`config.mk`:
```
export PLATFORM = sky130hd
export DESIGN_NAME = uart_rx_param
export DESIGN_NICKNAME = d
export VERILOG_FILES = /design/src/rtl/uart_rx_param.sv
export SDC_FILE = /design/constraint.sdc
export NUM_CORES = 1
export LEC_CHECK = 0
export ABC_AREA = 0
export CAP_MARGIN = 20
export CORE_MARGIN = 4
export CORE_UTILIZATION = 54
export CTS_BUF_LIST = sky130_fd_sc_hd__clkbuf_8
export CTS_CLUSTER_SIZE = 12
export DETAILED_ROUTE_END_ITERATION = 10
export GPL_TIMING_DRIVEN = 0
export PLACE_DENSITY = 0.88
export SLEW_MARGIN = 20
export SYNTH_ARGS = -nofsm -noshare
export SYNTH_HDL_FRONTEND = slang
export SYNTH_SLANG_ARGS = --single-unit
```
`constraint.sdc`:
```
create_clock -name i_clkRx -period 1.8 [get_ports i_clkRx]
set_clock_uncertainty 0.2 [all_clocks]
set_input_delay 0.36 -clock i_clkRx [delete_from_list [all_inputs] [get_ports i_clkRx]]
set_output_delay 0.36 -clock i_clkRx [all_outputs]
set_load 0.03 [all_outputs]
```
`src/rtl/uart_rx_param.sv`:
```
// Parameterised UART receiver: 2-flop synchronised line, mid-bit sampling,
// optional even/odd parity, 1 or 2 stop bits, and a one-word holding register
// with a valid/ready handshake and an overrun pulse when a frame is dropped.
module uart_rx_param #(
    parameter int clksPerBit = 234,
    parameter int dataBits   = 8,
    parameter int parityMode = 1,
    parameter int stopBits   = 1
) (
    input  logic                i_clkRx,
    input  logic                i_rstRxN,
    input  logic                i_rxBit,
    input  logic                i_rxReady,
    output logic                o_rxValid,
    output logic [dataBits-1:0] o_rxBits,
    output logic                o_parityError,
    output logic                o_frameError,
    output logic                o_overrun,
    output logic                o_busy
);

    localparam int CNT_W = (clksPerBit > 1) ? $clog2(clksPerBit) : 1;
    localparam logic [CNT_W-1:0] CNT_HALF  = CNT_W'(clksPerBit / 2);
    localparam logic [CNT_W-1:0] CNT_LAST  = CNT_W'(clksPerBit - 1);
    localparam logic [3:0]       DATA_LAST = 4'(dataBits - 1);
    localparam logic [3:0]       STOP_LAST = 4'(stopBits - 1);

    localparam logic [2:0] S_IDLE   = 3'd0;
    localparam logic [2:0] S_START  = 3'd1;
    localparam logic [2:0] S_DATA   = 3'd2;
    localparam logic [2:0] S_PARITY = 3'd3;
    localparam logic [2:0] S_STOP   = 3'd4;

    logic                sync1_q, sync1_d, sync2_q, sync2_d;
    logic [2:0]          state_q, state_d;
    logic [CNT_W-1:0]    cnt_q, cnt_d;
    logic [3:0]          idx_q, idx_d;
    logic [dataBits-1:0] shift_q, shift_d;
    logic                perr_q, perr_d, ferr_q, ferr_d;
    logic                armed_q, armed_d;
    logic                pend_q, pend_d;
    logic                valid_q, valid_d;
    logic [dataBits-1:0] bits_q, bits_d;
    logic                oper_q, oper_d, ofer_q, ofer_d, ovr_q, ovr_d;
    logic                rx_s;

    // Parity check of the received word against the sampled parity bit.
    function automatic logic parity_fail(input logic [dataBits-1:0] d, input logic p);
        logic x;
        x = (^d) ^ p;
        case (parityMode)
            1:       return x;
            2:       return ~x;
            default: return 1'b0;
        endcase
    endfunction

    assign rx_s = sync2_q;

    // Next-state logic: synchroniser, frame FSM, and output holding register.
    always_comb begin
        sync1_d = i_rxBit;
        sync2_d = sync1_q;
        state_d = state_q;
        cnt_d   = cnt_q;
        idx_d   = idx_q;
        shift_d = shift_q;
        perr_d  = perr_q;
        ferr_d  = ferr_q;
        // The line must be seen high before a new start bit is accepted (break recovery).
        armed_d = armed_q | rx_s;
        pend_d  = 1'b0;
        valid_d = valid_q;
        bits_d  = bits_q;
        oper_d  = oper_q;
        ofer_d  = ofer_q;
        ovr_d   = 1'b0;

        case (state_q)
            S_IDLE: begin
                cnt_d = '0;
                idx_d = '0;
                if (!rx_s && armed_q) begin
                    state_d = S_START;
                    perr_d  = 1'b0;
                    ferr_d  = 1'b0;
                end
            end
            S_START: begin
                cnt_d = cnt_q + CNT_W'(1);
                if (cnt_q == CNT_HALF) begin
                    cnt_d   = '0;
                    idx_d   = '0;
                    state_d = rx_s ? S_IDLE : S_DATA;
                end
            end
            S_DATA: begin
                cnt_d = cnt_q + CNT_W'(1);
                if (cnt_q == CNT_LAST) begin
                    cnt_d   = '0;
                    shift_d = {rx_s, shift_q[dataBits-1:1]};
                    if (idx_q == DATA_LAST) begin
                        idx_d   = '0;
                        state_d = (parityMode != 0) ? S_PARITY : S_STOP;
                    end else begin
                        idx_d = idx_q + 4'd1;
                    end
                end
            end
            S_PARITY: begin
                cnt_d = cnt_q + CNT_W'(1);
                if (cnt_q == CNT_LAST) begin
                    cnt_d   = '0;
                    perr_d  = parity_fail(shift_q, rx_s);
                    state_d = S_STOP;
                end
            end
            S_STOP: begin
                cnt_d = cnt_q + CNT_W'(1);
                if (cnt_q == CNT_LAST) begin
                    cnt_d = '0;
                    if (!rx_s) begin
                        ferr_d  = 1'b1;
                        armed_d = 1'b0;
                    end
                    if (idx_q == STOP_LAST) begin
                        idx_d   = '0;
                        state_d = S_IDLE;
                        pend_d  = 1'b1;
                    end else begin
                        idx_d = idx_q + 4'd1;
                    end
                end
            end
            default: state_d = S_IDLE;
        endcase

        // A finished frame is committed one cycle after its last stop sample.
        if (pend_q) begin
            if (!valid_q || i_rxReady) begin
                valid_d = 1'b1;
                bits_d  = shift_q;
                oper_d  = perr_q;
                ofer_d  = ferr_q;
            end else begin
                ovr_d = 1'b1;
            end
        end else if (valid_q && i_rxReady) begin
            valid_d = 1'b0;
        end
    end

    // State registers with asynchronous active-low reset.
    always_ff @(posedge i_clkRx or negedge i_rstRxN) begin
        if (!i_rstRxN) begin
            sync1_q <= 1'b1;
            sync2_q <= 1'b1;
            state_q <= S_IDLE;
            cnt_q   <= '0;
            idx_q   <= '0;
            shift_q <= '0;
            perr_q  <= 1'b0;
            ferr_q  <= 1'b0;
            armed_q <= 1'b0;
            pend_q  <= 1'b0;
            valid_q <= 1'b0;
            bits_q  <= '0;
            oper_q  <= 1'b0;
            ofer_q  <= 1'b0;
            ovr_q   <= 1'b0;
        end else begin
            sync1_q <= sync1_d;
            sync2_q <= sync2_d;
            state_q <= state_d;
            cnt_q   <= cnt_d;
            idx_q   <= idx_d;
            shift_q <= shift_d;
            perr_q  <= perr_d;
            ferr_q  <= ferr_d;
            armed_q <= armed_d;
            pend_q  <= pend_d;
            valid_q <= valid_d;
            bits_q  <= bits_d;
            oper_q  <= oper_d;
            ofer_q  <= ofer_d;
            ovr_q   <= ovr_d;
        end
    end

    assign o_rxValid     = valid_q;
    assign o_rxBits      = bits_q;
    assign o_parityError = oper_q;
    assign o_frameError  = ofer_q;
    assign o_overrun     = ovr_q;
    assign o_busy        = (state_q != S_IDLE);

endmodule
```
Yosys cells after proc, flatten, opt, wreduce, memory -nomap -nowiden
Index checks and enable logic that the tools add are counted.

Equality and inequality tests: 16. Reductions and logical operators: 22. Bitwise gates (word level): 2. Muxes and demuxes: 35. Add/subtract/negate cells: 2.

Operators with widths (count): $pmux 8 s3 (1); $mux 3 (7); $mux 4 (5); $mux 8 (2); $ne 2x2->1 const B (8); $pmux 4 s4 (1); $mux 1 (15); $pmux 3 s5 (1); $add 8x1->8 const B (1); $eq 8x7->1 const B (1); $eq 8x8->1 const B (1); $reduce_and 4->1 (2); $reduce_xor 8->1 (1); $reduce_and 7->1 (1); $eq 3x2->1 const B (2); $reduce_and 2->1 (3); $reduce_bool 2->1 (3); $reduce_bool 3->1 (2); $add 4x1->4 const B (1); $eq 4x3->1 const B (1); $logic_not 4->1 (1); $pmux 1 s2 (2); $reduce_bool 4->1 (1); $eq 3x1->1 const B (1); 11 further kinds (13).

Register bits after elaboration: 41.

Longest topological paths before layout
Gate-level depths: netlist of the first run.

Word-level depth: 4. Depth in mapped cells: 7. Depth with buffers taken out: 7.

Worst setup path after synthesis of the first run
No wires, ideal clock.

Path kind: register to register. Start point: register cnt_q[1]. End point: register shift_q[0]. Arrival: 1.641 ns. Stages on the path, launching flop included: 8. Clock period less this slack: 1.966 ns. Library setup time: 0.125 ns. Slack: -0.166 ns. Path through: dfrtp_1 > inv_1 > ha_1 > and3_1 > nand2_1 > or3_1 > buf_6 > mux2_4.

Word-level cells in the longest chain between the ends: 2.

Ends and longest elaborated chain: start: declaration (line 36) `logic [CNT_W-1:0] cnt_q, cnt_d;`; start signal: assignment (line 175) `cnt_q <= cnt_d;`; $eq 8x8->1 (line 99) `if (cnt_q == CNT_LAST) begin`; $reduce_and 2->1 (no line); end signal: assignment (line 177) `shift_q <= shift_d;`; end: declaration (line 38) `logic [dataBits-1:0] shift_q, shift_d;`.

No other way between the ends. A chain may end at the register's enable or synchronous reset.

Final worst setup path of the first run
Start point: register cnt_q[4]. End point: register shift_q[7].

The elaborated chain is that of the path after synthesis.

==> results of run 1 <==
-- layer usage --
layer	wire length [um]	part of all wire (%)	vias up
li1	-	-	705
met1	1784	41	730
met2	2297	52	43
met3	199	4.5	13
met4	117	2.7	0
met5	0	0	-
-- placed cells by master (no fill, tap or decap), types with 2 or more instances in the layout --
| cell type | instances |
|---|---|
| dfstp_2 | 2 |
| buf_6 | 4 |
| nand2b_1 | 2 |
| dfrtp_2 | 3 |
| xor2_1 | 2 |
| nand3_1 | 8 |
| nor3b_1 | 2 |
| and3_1 | 2 |
| buf_4 | 14 |
| clkdlybuf4s50_1 | 2 |
| dfrtp_1 | 36 |
| clkbuf_8 | 5 |
| o21ai_0 | 12 |
| inv_2 | 2 |
| mux2_2 | 11 |
| nand2_2 | 3 |
| xnor2_1 | 8 |
| nor2_1 | 9 |
| inv_1 | 9 |
| o21ai_2 | 2 |
| nor2b_1 | 2 |
| a31oi_1 | 2 |
| a21oi_1 | 2 |
| a21o_1 | 3 |
| nand2_1 | 10 |
| dlygate4sd2_1 | 12 |
| nand3b_1 | 2 |
| a22o_1 | 2 |
| mux2_4 | 8 |
| ha_4 | 3 |
-- where the power goes --
part	internal (mW)	switching, mW
Clock	0.410	0.321
Sequential	0.988	0.0629
Combinational	0.511	0.550
Total	1.91	0.934
-- layout make-up --
cell class                      instances  area share (%)
Clock inverter                          3           1.615
Timing Repair Buffer                   33           10.93
Buffer                                  3           1.140
Inverter                               10           1.425
Tap cell                               46           2.185
Clock buffer                            5           2.613
Sequential cell                        41           39.19
Multi-Input combinational cell        123           40.90
-- sequential cells by signal (all words and copies together) (netlist names), 3 cells and up --
signal    flops
state_q       3
o_rxBits      8
idx_q         4
shift_q       8
cnt_q         8
-- worst register-to-register path, stage by stage (launching register included) --
cell and delay (ns):
dfrtp_2 0.46, and4bb_1 0.38, nand2_2 0.11, or3_4 0.43, mux2_4 0.32
-- path summary, 6_finish.rpt --
check	from	to	slack (ns)	depth (start not counted)
worst max register to register	cnt_q[4]	shift_q[7]	-0.21	4
min in group asynchronous	i_rstRxN	o_rxBits[0]	0.27	2
worst max-delay path	cnt_q[4]	shift_q[7]	-0.21	4
worst min register to register	sync1_q	rx_s	0.16	0
max in group asynchronous	i_rstRxN	rx_s	0.61	3
worst min-delay path	sync1_q	rx_s	0.16	0
-- kinds of logic after synthesis --
logic type	share of synthesized area [%]
xor gates and xnor gates	4.378
adders and majority gates	2.502
buffers and inverters	3.127
AOI/OAI and AO/OA	10.07
muxes	12.20
DFF	51.41
and+or+nand+nor	16.32
-- cells in the mapped netlist (2+ instances only) --
library cell  instances  area, sq um
nor2_1               10        37.54
mux2_2               11        123.9
o21ai_0              14        70.07
nand3_1              10        50.05
ha_1                  4        50.05
o22ai_1               2        12.51
a21o_1                3        22.52
buf_2                 2        10.01
dfstp_2               2        52.55
o21a_1                2        15.01
dfrtp_1              39        975.9
nor2b_1               2        12.51
xnor2_1               8        70.07
nand3b_1              2        15.01
a31oi_1               2        12.51
nand2_1              13        48.80
nand2b_1              2        12.51
or3_1                 2        12.51
inv_1                10        37.54
a22o_1                2        17.52
mux2_4                8        120.1
a21oi_1               2        10.01
and3_1                3        18.77
xor2_1                2        17.52
and2b_1               2        15.01
nor3b_1               3        22.52
-- stage by stage --
stage	worst slack, ns	power [mW]	util [%]	hold slack, ns
3_5_place_dp	-0.3518	1.691	64.90	0.06181
5_1_grt	-0.2702	3.013	75.94	0.1670
4_1_cts	-0.1604	2.668	72.44	0.1649
3_3_place_gp	-0.7924	1.639	64.47	0.1454
2_1_floorplan	-0.1162	1.500	-	-0.1356
6_report	-0.2075	2.843	75.94	0.1617
-- timing repair --
item / CTS / global route
hold buffers: 1 / 0
endpoints found under the hold margin: 12 / 0
buffers inserted: 10 / 5
endpoints found under the setup margin: 35 / 20
pin swaps: 6 / 6
resized for setup: 42 / 19
==> summary.md, run 1 <==
| Metric | Value |
|---|---|
| Synth Cell Area | approximately 2000 sq um |
| Syn Inst Count | 178 |
| Number of global-route vias before repair | 1,528 |
| Synthesized area per cell | between 10 and 15 sq um |
| Buf/Inv on CP | 0 |
| EDFF count, synth | 0 |
| Clock slew at reported path FFs | ~0.080 ns |
| Synth async-reset ratio | 100.0% |
| DR vias/cell | 5.648 |
| Fill cell count | 221 |
| Max VDD drop | 0.0006359 V |
| CP Max Fanout | 8 |
| Grt peak-use layer | met2 |
| CP required | between 1.5 and 2 ns |
| Max cap viols | 0 |
| Final setup viols | 19 |
| Synth Flop Type | dfrtp_1 |
| Area after DPL | ~2300 sq um |
| TritonCTS Buffers | 5 |
| Non-Filler Cell Area, Final | 2634 sq um |
| Cells after DPL | 241 |
| H-tree Lvls | 2 |
| Leak | roughly 1.3 nW |
| Flops & latches, synth | 41 |
| Worst slew pin tran | 0.4975 ns |
| Total track usage | 19.71% |
| Final WL | around 4400 um |
| Slew HR | 66.48% |
| # nets final | about 230 |
| Reg area | 1032 sq um |
| WL/cell | 16.66 um |
| Largest net degree at the start of global routing | 30 |
| Detailed placement HPWL | 2672 um |
| Final hold vios | 0 |
| Routing usage on met1 | 22.31% |
| Layout cells sized above 1 | a little under two fifths |
| Antenna violations before repair | 0 |
| GR Layer Usage met3 | between 5 and 6% |
| Die Wd | 68.87 um |
| Mapped Nets | 186 |
| Synth warn | 0 |
| Non-filler cells in the finished layout | 264 |
| Peak Freq | 0.4981 GHz |
| Status | finished with violations |
| Die area | 4743 sq um |
| Area grow syn2layout | 31.64% |
| IO Count | 17 |
| Die Span Y | between 60 and 70 um |
| Skew-Pair Late Insertion Delay | around 0.3 ns |
| Slowest cell on crit path | dfrtp_2 |
| Port Buf Inserts | 16 |
| Seq/Total Area, Yosys | 51.41% |
| Worst path cell trace | and4bb_1 -> nand2_2 -> or3_4 -> mux2_4 |
| Setup TNS | -2.246 ns |
| Tmin final | 2.008 ns |
| CP Class | reg -> reg |
| CORE AREA | 3468 sq um |
| Setup crit end kind | flop |
| Grt ovf | 0 |
| Ant. Diodes | 0 |
| DR iter-0 viols | 111 |
| Worst Hold Class | reg -> reg |
| CTS max path bufs | 2 |
| Startpoint Class | flop |
| Slew Viols, Final | 0 |
| Failing checks | negative setup slack |
| Multi-input logic area | around 1100 sq um |
| Final period utilization | 111.5% |
| RSZ-0062 raised after global routing | true |
| CTS root buffer | clkbuf_8 |
| Cell variety after synth | 42 |
| Rows | 21 |
| Power density over cell area | 1079 nW/um^2 |
| Family with the most delay on the worst path | simple AND/OR/NAND/NOR gates |
| Initial Util | 57.68% |
| Max incr delay on CP | 0.46 ns |
| Final antenna-violating net count | 0 |
| Global-route wire length before repair | 6796 um |
| GR Util met2 | 34.88% |
| Pre-antenna DRT Iters | 4 |
| Setup WS post-layout | -0.2075 ns |
| Drt drc | 0 |
| CTS tree | done |
| Clk sinks | 41 |
| Via count | 1,491 |
| Arrival time at the worst endpoint | slightly below 2 ns |
| Gpl congestion | 0.8703 |
Power figures use the tool's default switching activity.
==> inputs of run 2 (changes only) <==
Settings changed: CORE_MARGIN 4 to default, CTS_CLUSTER_SIZE 12 to 10, SLEW_MARGIN 20 to default.
==> summary.md, run 2 (same netlist as run 1, synthesis figures left out) <==
| Metric | Value |
|---|---|
| Status | finished with violations |
| Failing checks | negative hold slack, negative setup slack |
| Area grow syn2layout | 31.52% (about the same) |
| Final setup viols | 17 (-2) |
| Worst path cell trace | buf_2 -> nor2_2 -> a31oi_2 -> nand3_2 -> or4b_4 -> o221ai_2 |
| Worst r2r dst | idx_q[3] |
| Largest net degree at the start of global routing | 42 (+40%) |
| Most frequent cells in the layout | dfrtp_1 (36), buf_4 (17), nand2_1 (12), dlygate4sd2_1 (12), mux2_2 (11) |
| Gpl congestion | 0.8735 (+0.37%) |
| FF-to-FF path depth | 6 (+2) |
| Pre-antenna DRT Iters | 4 (unchanged) |
| Setup WS post-layout | -0.1780 ns (+0.02953 ns) |
| Final WL | 4551 um (+3.5%) |
| TritonCTS Buffers | 5 (unchanged) |
| Power density over cell area | 1065 nW/um^2 (-1.3%) |
| Via count | 1,577 (+5.8%) |
| Max incr delay on CP | 0.48 ns (+0.02 ns) |
| DP Worst Slack | -0.3328 ns (+0.01898 ns) |
| Reg area | 1032 sq um (unchanged) |
| IO Count | 17 (unchanged) |
| CTS root buffer | clkbuf_8 |
| Tmin final | 1.978 ns (-0.02953 ns) |
| Drt drc | 0 (unchanged) |
| Multi-input logic area | 1082 sq um (+0.47%) |
| Ant. Diodes | 0 (unchanged) |
| Arrival time at the worst endpoint | 2.00 ns (about the same) |
| Layout cells sized above 1 | 41.89% (+5.2 points) |
| Max VDD drop | 0.0007977 V (+25%) |
| Initial Util | 58.12% (+0.44 points) |
| Antenna violations before repair | 0 (unchanged) |
| Worst Hold Class | in -> async |
| Max cap viols | 0 (unchanged) |
| DR iter-0 viols | 127 (+14%) |
| Worst slew pin tran | 0.8783 ns (+0.3808 ns) |
| WHS | -0.02684 ns (-0.1885 ns) |
| RR Startpoint | state_q[0] |
| Area after DPL | 2231 sq um (-0.89%) |
| Final period utilization | 109.9% (-1.6 points) |
| Peak Freq | 0.5056 GHz (+1.5%) |
| Grt ovf | 0 (unchanged) |
| H-tree Lvls | 2 (unchanged) |
| Die Span Y | 62.87 um (-8.7%) |
| Detailed placement HPWL | 2655 um (-0.64%) |
| Rows | 21 (unchanged) |
| Slew Viols, Final | 0 (unchanged) |
| Slowest cell on crit path | or4b_4 |
| CTS tree | done |
| Most common cell after layout, fill and taps aside | dfrtp_1 |
| Non-filler cells in the finished layout | 268 (+1.5%) |
| Final hold vios | 39 (+39) |
| Startpoint Class | flop |
| Global-route wire length before repair | 6920 um (+1.8%) |
| Final antenna-violating net count | 0 (unchanged) |
| CP required | 1.82 ns (+0.03 ns) |
| Slew HR | 41.45% (-25 points) |
| Clk sinks | 41 (unchanged) |
| CTS max path bufs | 2 (unchanged) |
| Non-Filler Cell Area, Final | 2631 sq um (about the same) |
| Clock slew at reported path FFs | 0.08 ns (about the same) |
| Skew-Pair Late Insertion Delay | 0.30 ns (about the same) |
| DR vias/cell | 5.884 (+4.2%) |
| Cells after DPL | 240 (-0.41%) |
| CP Class | reg -> reg |
| Setup crit end kind | flop |
| Port Buf Inserts | 16 (unchanged) |
| Reg-to-reg slack, setup | -0.18 ns (+0.03 ns) |
| CORE AREA | 3442 sq um (-0.76%) |
| Leak | 1.255 nW (-0.32%) |
| Die Wd | 62.87 um (-8.7%) |
| WL/cell | 16.98 um (+1.9%) |
| Number of global-route vias before repair | 1,551 (+1.5%) |
| Die area | 3953 sq um (-17%) |
| CP Max Fanout | 10 (+2) |
| Total track usage | 22.84% (+3.1 points) |
| Fill cell count | 206 (-6.8%) |
| # nets final | 229 (+1.8%) |
| RSZ-0062 raised after global routing | true |
[run 2: layout make-up]
class                      count  area share (%)
clock buffer                   5           2.615
tap                           46           2.187
multi-input combinational    123           41.13
clock inverter                 3          0.6657
buffer                         3           1.046
inverter                      10           1.427
timing repair buffer          37           11.70
sequential                    41           39.23
[run 2: critical path, delay by kind of cell, from the launching register on]
family | cells | cell delay [ns]
AND/OR/NAND/NOR | 3 | 0.83
flip-flops | 1 | 0.45
buffers and inverters | 1 | 0.22
AO/OA/AOI/OAI | 2 | 0.20
[run 2: repair_timing]
action	in CTS	in global routing
hold endpoints to repair	0	0
gates resized for setup	42	35
endpoints found under the setup margin	35	23
pin swaps	6	12
hold buffers	0	0
cloned	0	1
buffers inserted	12	8
[run 2: worst max-delay path by stage]
stage,start,end,slack (ns),cells after the start
4_1_cts,idx_q[0],idx_q[3],-0.15,7
6_report,state_q[0],idx_q[3],-0.18,6
2_1_floorplan,cnt_q[1],shift_q[0],-0.12,7
5_1_grt,idx_q[0],idx_q[3],-0.23,7
3_5_place_dp,state_q[1],o_busy,-0.33,4
3_3_place_gp,i_rstRxN,cnt_q[5],-0.70,1
[run 2: stage by stage]
stage          util, %  power (mW)  TNS [ns]
3_3_place_gp     64.96       1.627    -32.11
5_1_grt          76.44       2.921    -2.825
6_report         76.44       2.803    -1.933
3_5_place_dp     64.81       1.680    -5.598
2_1_floorplan        -       1.500    -1.001
4_1_cts          71.57       2.467    -1.502
[run 2: per-layer routing]
metal	part of all wire, %	vias to the layer above	track usage, %
li1	-	718	-
met1	39	784	25.88
met2	52	51	39.78
met3	3.5	24	4.562
met4	4.5	0	12.79
met5	0	-	0
[run 2: power breakdown]
| group | total (mW) | leakage, nW | internal (mW) | switching, mW |
|---|---|---|---|---|
| logic | 1.16 | 0.661 | 0.566 | 0.591 |
| clock network | 0.591 | 0.0439 | 0.267 | 0.324 |
| registers | 1.06 | 0.551 | 0.986 | 0.0687 |
| total | 2.80 | 1.26 | 1.82 | 0.984 |
==> inputs of run 3 (changes only) <==
Settings changed: HOLD_SLACK_MARGIN from default to 0.08.
==> summary.md, run 3 (same netlist as run 1, synthesis figures left out) <==
| Metric | Value |
|---|---|
| Worst path cell trace | buf_2 -> nor2_2 -> a31oi_2 -> nand3_2 -> or4b_4 -> o221ai_2 |
| Max VDD drop | 0.0007981 V (about the same) |
| Most frequent cells in the layout | dfrtp_1 (36), buf_4 (17), nand2_1 (12), dlygate4sd2_1 (12), mux2_2 (11) |
| CORE AREA | 3442 sq um (unchanged) |
| Number of global-route vias before repair | 1,551 (unchanged) |
| DR vias/cell | 5.885 (about the same) |
| Layout cells sized above 1 | 41.70% (-0.19 points) |
| Fill cell count | 204 (-0.97%) |
| Grt ovf | 0 (unchanged) |
| Most common cell after layout, fill and taps aside | dfrtp_1 |
| Antenna violations before repair | 0 (unchanged) |
| Area grow syn2layout | 32.02% |
| CP Max Fanout | 10 (unchanged) |
| Gpl congestion | 0.8735 (unchanged) |
| Failing checks | negative setup slack |
| CTS root buffer | clkbuf_8 |
| Final setup viols | 16 (-1) |
| WHS | 0.1623 ns (+0.1891 ns) |
| Reg-to-reg slack, setup | -0.18 ns (about the same) |
| Via count | 1,583 (+0.38%) |
| Drt drc | 0 (unchanged) |
| CP Class | reg -> reg |
| Family with the most delay on the worst path | simple AND/OR/NAND/NOR gates |
| Final period utilization | 109.8% (-0.12 points) |
| Total track usage | 22.84% (unchanged) |
| Arrival time at the worst endpoint | 2.00 ns (about the same) |
| Slowest cell on crit path | or4b_4 |
| RSZ-0062 raised after global routing | true |
| Port Buf Inserts | 16 (unchanged) |
| Setup WS post-layout | -0.1759 ns (+0.002076 ns) |
| DR iter-0 viols | 132 (+3.9%) |
| Max incr delay on CP | 0.48 ns (about the same) |
| RR Startpoint | state_q[0] |
| Non-Filler Cell Area, Final | 2641 sq um (+0.38%) |
| Power density over cell area | 1064 nW/um^2 (about the same) |
| Peak Freq | 0.5061 GHz (+0.11%) |
| Die Wd | 62.87 um (unchanged) |
| Worst r2r dst | idx_q[3] |
| # nets final | 230 (+0.44%) |
| Setup TNS | -1.929 ns (+0.003970 ns) |
| FF-to-FF path depth | 6 (unchanged) |
| Pre-antenna DRT Iters | 4 (unchanged) |
| Multi-input logic area | 1082 sq um (unchanged) |
| Worst Hold End | rx_s |
| CTS max path bufs | 2 (unchanged) |
| Clock slew at reported path FFs | 0.08 ns (about the same) |
| Max cap viols | 0 (unchanged) |
| Leak | 1.260 nW (+0.33%) |
| Clk sinks | 41 (unchanged) |
| Slew Viols, Final | 0 (unchanged) |
| TritonCTS Buffers | 5 (unchanged) |
| Tmin final | 1.976 ns (-0.002076 ns) |
| Status | finished with violations |
| Area after DPL | 2231 sq um (unchanged) |
| IO Count | 17 (unchanged) |
| Setup crit end kind | flop |
| WL/cell | 17.05 um (+0.42%) |
| Final hold vios | 0 (-100%) |
| Worst Hold Class | reg -> reg |
| Hold wc startpoint | sync1_q |
| Cells after DPL | 240 (unchanged) |
| Ant. Diodes | 0 (unchanged) |
| Buf/Inv on CP | 1 (unchanged) |
| Final antenna-violating net count | 0 (unchanged) |
| H-tree Lvls | 2 (unchanged) |
| Reg area | 1032 sq um (unchanged) |
| Rows | 21 (unchanged) |
| Initial Util | 58.12% (unchanged) |
| CTS tree | done |
| Worst slew pin tran | 0.8832 ns (+0.004930 ns) |
| Non-filler cells in the finished layout | 269 (+0.37%) |
| Slew HR | 41.12% (-0.33 points) |
| Hold path depth | 0 |
| Die area | 3953 sq um (unchanged) |
| CP required | 1.82 ns (about the same) |
| Startpoint Class | flop |
| Largest net degree at the start of global routing | 42 (unchanged) |
| Global-route wire length before repair | 6920 um (unchanged) |
| Detailed placement HPWL | 2655 um (unchanged) |
| Final WL | 4587 um (+0.79%) |
| Skew-Pair Late Insertion Delay | 0.30 ns (about the same) |
| Die Span Y | 62.87 um (unchanged) |
==> run 3: changes by cell type in the layout (fill, tap and decap cells not counted), sizes merged <==
| cell | change |
|---|---|
| dlygate4sd3 | +1 |
==> run 3: worst max-delay path by stage <==
stage	slack (ns)	startpoint	depth (start not counted)	to
global placement	-0.70	i_rstRxN	1	cnt_q[5]
CTS	-0.15	idx_q[0]	7	idx_q[3]
global route	-0.23	idx_q[0]	7	idx_q[3]
detailed placement	-0.33	state_q[1]	4	o_busy
floorplan	-0.12	cnt_q[1]	7	shift_q[0]
finish	-0.18	state_q[0]	6	idx_q[3]
==> run 3: area by class of cell <==
cell class,count,area share (%)
plain buffers,3,1.042
clock buffers,5,2.605
clock inverters,3,0.6632
inverters,10,1.421
multi-input cells,123,40.98
flip-flops and latches,41,39.08
well taps,46,2.179
repair buffers,38,12.03
==> run 3: what timing repair did <==
action / in CTS / in global routing
buffers inserted: 12 / 8
hold endpoints to repair: 39 / 0
hold buffers: 1 / 0
gates resized for setup: 42 / 35
cloned: 0 / 1
endpoints found under the setup margin: 35 / 23
pin swaps: 6 / 12
==> run 3: through the flow <==
| stage | power [mW] | setup WS (ns) | util [%] |
|---|---|---|---|
| finish | 2.811 | -0.1759 | 76.74 |
| global route | 2.923 | -0.2340 | 76.74 |
| CTS | 2.468 | -0.1461 | 71.86 |
| detailed placement | 1.680 | -0.3328 | 64.81 |
| global placement | 1.627 | -0.7038 | 64.96 |
| floorplan | 1.500 | -0.1162 | - |
==> run 3: per-layer routing <==
metal  up-vias  part of all wire (%)  global-route usage (%)
li1        719                     -                       -
met4         0                   4.5                   12.79
met2        56                    52                   39.78
met5         -                     0                       0
met3        27                   3.8                   4.562
met1       781                    39                   25.88
==> run 3: power by group <==
part / total [mW] / switching (mW) / internal (mW)
Combinational: 1.16 / 0.592 / 0.567
Sequential: 1.05 / 0.0685 / 0.986
Clock: 0.598 / 0.330 / 0.267
Total: 2.81 / 0.990 / 1.82
